## src/rtl/tl_monitor.sv

```systemverilog
`timescale 1ns/1ps
// tl_monitor: safety monitor for a two-road traffic-light controller.
// Build option: define TL_MON_WDOG_EN to include the all-red watchdog (fault code 5).
//
// state   | meaning
// S_INIT  | capture current lights as reference, no checks
// S_RUN   | check each sample: conflict, illegal change, short yellow, all-red
// S_FAULT | first fault latched, flash red until cleared with both roads red
module tl_monitor #(
    parameter int YMIN       = 2,
    parameter int ALLRED_MAX = 8,
    parameter int FLASH_DIV  = 4
) (
    input  logic       clk,
    input  logic       reset_n,
    input  logic [1:0] La,
    input  logic [1:0] Lb,
    input  logic       clr,
    output logic       fault,
    output logic [2:0] fault_code,
    output logic       flash
);

    localparam logic [1:0] GRN = 2'b00;
    localparam logic [1:0] YEL = 2'b01;
    localparam logic [1:0] LFT = 2'b10;
    localparam logic [1:0] RED = 2'b11;

    localparam int YW = $clog2(YMIN + 2);
    localparam int FW = (FLASH_DIV > 1) ? $clog2(FLASH_DIV) : 1;

    typedef enum logic [1:0] {S_INIT, S_RUN, S_FAULT} state_t;

    state_t        state;
    logic [1:0]    la_q, lb_q;
    logic [YW-1:0] ya_cnt, yb_cnt, ya_next, yb_next;
    logic [FW-1:0] fl_cnt;
    logic          conflict, bad_a, bad_b, short_y, wdog_hit;
    logic [2:0]    viol;

    function automatic logic legal(input logic [1:0] prev, input logic [1:0] cur);
        if (prev == cur) return 1'b1;
        case ({prev, cur})
            {RED, GRN}, {RED, LFT}, {GRN, YEL}, {LFT, YEL}, {YEL, RED}: return 1'b1;
            default: return 1'b0;
        endcase
    endfunction

`ifdef TL_MON_WDOG_EN
    localparam int AW = $clog2(ALLRED_MAX + 2);
    logic [AW-1:0] ar_cnt, ar_next;

    always_comb begin
        ar_next = '0;
        if (La == RED && Lb == RED)
            ar_next = (ar_cnt == AW'(ALLRED_MAX + 1)) ? ar_cnt : ar_cnt + AW'(1);
    end
    assign wdog_hit = ar_next > AW'(ALLRED_MAX);
`else
    // watchdog not built; the parameter only shapes the optional counter
    assign wdog_hit = (ALLRED_MAX < 0);
`endif

    always_comb begin
        ya_next = '0;
        yb_next = '0;
        if (La == YEL) ya_next = (ya_cnt == YW'(YMIN)) ? ya_cnt : ya_cnt + YW'(1);
        if (Lb == YEL) yb_next = (yb_cnt == YW'(YMIN)) ? yb_cnt : yb_cnt + YW'(1);

        conflict = (La != RED) && (Lb != RED);
        bad_a    = !legal(la_q, La);
        bad_b    = !legal(lb_q, Lb);
        short_y  = (la_q == YEL && La != YEL && ya_cnt < YW'(YMIN)) ||
                   (lb_q == YEL && Lb != YEL && yb_cnt < YW'(YMIN));

        viol = 3'd0;
        if (conflict)      viol = 3'd1;
        else if (bad_a)    viol = 3'd2;
        else if (bad_b)    viol = 3'd3;
        else if (short_y)  viol = 3'd4;
        else if (wdog_hit) viol = 3'd5;
    end

    always_ff @(posedge clk or negedge reset_n) begin
        if (!reset_n) begin
            state      <= S_INIT;
            la_q       <= RED;
            lb_q       <= RED;
            ya_cnt     <= '0;
            yb_cnt     <= '0;
            fl_cnt     <= '0;
            fault      <= 1'b0;
            fault_code <= 3'd0;
            flash      <= 1'b0;
`ifdef TL_MON_WDOG_EN
            ar_cnt     <= '0;
`endif
        end else begin
            case (state)
                S_INIT: begin
                    la_q   <= La;
                    lb_q   <= Lb;
                    ya_cnt <= ya_next;
                    yb_cnt <= yb_next;
`ifdef TL_MON_WDOG_EN
                    ar_cnt <= ar_next;
`endif
                    state  <= S_RUN;
                end
                S_RUN: begin
                    la_q   <= La;
                    lb_q   <= Lb;
                    ya_cnt <= ya_next;
                    yb_cnt <= yb_next;
`ifdef TL_MON_WDOG_EN
                    ar_cnt <= ar_next;
`endif
                    if (viol != 3'd0) begin
                        state      <= S_FAULT;
                        fault      <= 1'b1;
                        fault_code <= viol;
                        flash      <= 1'b1;
                        fl_cnt     <= FW'(FLASH_DIV - 1);
                    end
                end
                S_FAULT: begin
                    if (clr && La == RED && Lb == RED) begin
                        state      <= S_INIT;
                        ya_cnt     <= '0;
                        yb_cnt     <= '0;
                        fl_cnt     <= '0;
                        fault      <= 1'b0;
                        fault_code <= 3'd0;
                        flash      <= 1'b0;
`ifdef TL_MON_WDOG_EN
                        ar_cnt     <= '0;
`endif
                    end else if (fl_cnt == '0) begin
                        flash  <= ~flash;
                        fl_cnt <= FW'(FLASH_DIV - 1);
                    end else begin
                        fl_cnt <= fl_cnt - FW'(1);
                    end
                end
                default: state <= S_INIT;
            endcase
        end
    end

endmodule

```

## config.mk

```make
export PLATFORM = sky130hd
export DESIGN_NAME = tl_monitor
export DESIGN_NICKNAME = d
export VERILOG_FILES = /design/src/rtl/tl_monitor.sv
export SDC_FILE = /design/constraint.sdc
export NUM_CORES = 1
export LEC_CHECK = 0
export CORE_ASPECT_RATIO = 0.8
export CORE_UTILIZATION = 30
export CTS_CLUSTER_DIAMETER = 40
export DETAILED_ROUTE_END_ITERATION = 6
export SLEW_MARGIN = 0
export SYNTH_ARGS = -nofsm -noshare
export SYNTH_HDL_FRONTEND = slang
export SYNTH_SLANG_ARGS = --single-unit
export TNS_END_PERCENT = 30
```

## constraint.sdc

```tcl
create_clock -name clk -period 2.5 [get_ports clk]
set_clock_uncertainty 0.05 [all_clocks]
set_input_delay 0.25 -clock clk [delete_from_list [all_inputs] [get_ports clk]]
set_output_delay 0.25 -clock clk [all_outputs]
set_load 0.05 [all_outputs]
```

==> qor.txt <==
TNS Setup -> 0 ns
Post-CTS Setup Repair Bufs -> 0
gr usage total -> 0.127
WP buf/inv -> 2
CP Cell Sequence -> clkdlybuf4s50_1, xor2_1, o32ai_1, buf_4, a211oi_4, a31oi_4, o32a_1
first-pass GRT wire length -> 3130 microns
fin cells -> 148
clock root buffer -> clkbuf_8
DIE AREA -> 0.00337 sq mm
routed len/inst -> 12.1 microns
Clock Path Buffers -> 2
worst path required time -> 2.58 ns
die height -> 52.2 microns
grt ovf -> 0
crit path max fanout -> 8
Cell Rows -> 17
hold-fix buffer count after cts -> 0
Main synth FF type -> dfrtp_1
final setup violation count -> 0
H-tree levels -> 1
Slew Limit Fails -> 0
port buffer count -> 11
Synth area leader -> dfrtp_1
Worst-Skew Late Latency -> 0.25 ns
Core Util, Final -> 0.402
period utilisation layout -> 0.822
Worst Tran Pin Value -> 0.804 ns
post-synth top area share -> 0.345
min Tclk post-route -> 2.05 ns
most frequent cell after synthesis -> dfrtp_1
PnR Total Power -> 0.00131 W
CTS Buf Count -> 3
TritonCTS clock tree -> built
max-capacitance violation count -> 0
largest net degree at the start of global routing -> 18
nets@finish -> 121
Placed Cells -> 144
Vias -> 724
CP endpoint kind -> flop
CP startpoint kind -> input pin
Power Dens Cells -> 1130 mW/mm^2
routability cong. -> 0.766
area grow syn2layout -> 22.3%
arrival time worst endpoint -> 2.14 ns
post-CTS resize count -> 0
Post-DRT Antenna Nets -> 0
number of global-route vias before repair -> 723
synth warn -> 0
starting density of the core -> 0.329
clock transition time at the flip-flop clock pins of the worst setup and hold paths -> 0.07 ns
endpoints failing hold -> 0
Synth area leaders -> dfrtp_1, dfstp_2, mux2_2
Die Wd -> 64.7 microns
Cell Area, Synth -> 943 sq um
sequential-to-total area share from yosys stat -> 0.456
R2R depth -> 6
Fin Hold WS -> 0.412 ns
WS Path Type -> input pin to flop
LEAKAGE -> 0.479 nW
Synth top cells by count -> dfrtp_1, nand2_1, inv_1
min-delay worst type -> input pin to asynchronous set/reset pin
status -> finished, final reports clean
EDFF count, synth -> 0
FFs w/ async S/R, synth -> 1.00
ratio of cells with drive above 1 in the final layout -> 0.155
synthesized instance count -> 96
DR iter-0 viols -> 22
Worst path top cell family by delay -> compound AO/OA/AOI/OAI gates
DRC viols -> 0
Detail Placement HPWL -> 1320 microns
First-pass DRT Iterations -> 4
Max Clk Rate -> 487 MHz
drt total wl -> 1790 microns
FF+latch count, synth -> 17
slowest stage cell, crit path -> clkdlybuf4s50_1
# IOs -> 12
Fill cells -> 289
reg2reg setup slack -> 0.50 ns
synthesized area per cell -> 9.83 sq um
number of vias per cell -> 4.89
clk sinks -> 17
ant diodes -> 0
RR Startpoint -> la_q[0]$_DFFE_PN1P_
worst vdd ir -> 0.383 mV
RR Endpoint -> flash$_DFFE_PN0P_
worst relative slew slack -> 0.462
Worst path max stage delay -> 0.59 ns
RSZ-0062 raised after global routing -> no
initial antenna violation count -> 0
CP startpoint -> La[0]
library cells used by synthesis -> 33
CORE AREA -> 0.00287 sq mm
Post-Syn Nets -> 106
routing by layer:
metal  vias up  wire (microns)  track usage
met5         -               0            0
met4         0              27       0.0667
met3         4              72       0.0307
met2        14             724        0.195
met1       337             967        0.166
li1        369               -            -
metrics by stage:
step           cell area (sq um)  setup slack [ns]
2_1_floorplan                943             0.634
3_3_place_gp                1110             0.235
3_5_place_dp                1110             0.196
4_1_cts                     1150             0.446
5_1_grt                     1150             0.338
6_report                    1150             0.445
layout make-up:
type / count / area, sq um / area share
Multi-Input combinational cell: 68 / 470 / 0.408
Sequential cell: 17 / 430 / 0.373
Timing Repair Buffer: 14 / 133 / 0.115
Tap cell: 38 / 47.5 / 0.0412
Clock buffer: 3 / 41.3 / 0.0358
Inverter: 7 / 26.3 / 0.0228
Clock inverter: 1 / 5.00 / 0.00434
where the power goes:
part / internal (W) / total [W] / leakage [nW] / switching (W)
Clock: 0.000110 / 0.000204 / 0.0255 / 0.0000935
Sequential: 0.000410 / 0.000514 / 0.198 / 0.000104
Combinational: 0.000267 / 0.000591 / 0.255 / 0.000324
cells by family (layout without fill, tap and decap cells):
group | after synthesis | count (layout) | synth area share
and+or+nand+nor | 34 | 34 | 0.178
AOI/OAI and AO/OA | 25 | 25 | 0.214
DFF | 17 | 17 | 0.456
buffers and inverters | 11 | 25 | 0.0451
muxes | 5 | 5 | 0.0584
adders and majority gates | 3 | 3 | 0.0398
xor gates and xnor gates | 1 | 1 | 0.00929
sequential cells by signal, indices dropped and copies added, names as in the netlist:
signal / cells
fault: 1
fault_code: 3
fl_cnt: 2
flash: 1
la_q: 2
lb_q: 2
state: 2
ya_cnt: 2
yb_cnt: 2
layout by cell type (no fill, tap or decap), types with 2 or more instances in the layout:
cell,instances
nand3_1,6
ha_1,3
a21oi_1,2
a31oi_1,2
clkdlybuf4s50_1,11
nand2_1,9
buf_4,3
dfstp_2,4
inv_1,7
clkbuf_8,3
nor3_1,2
o21ai_1,3
a211o_1,2
o21bai_1,2
dfrtp_1,13
o32ai_1,2
nor2_1,6
or3_1,3
nand2b_1,4
o21ai_0,3
mux2_2,4
a21o_1,3
worst max path at each step:
stage | endpoint | depth (start not counted)
4_1_cts | flash$_DFFE_PN0P_ | 7
3_3_place_gp | flash$_DFFE_PN0P_ | 6
6_report | flash$_DFFE_PN0P_ | 7
2_1_floorplan | flash$_DFFE_PN0P_ | 5
3_5_place_dp | flash$_DFFE_PN0P_ | 7
5_1_grt | flash$_DFFE_PN0P_ | 7
Note: power is estimated with default switching activity, not from simulation.
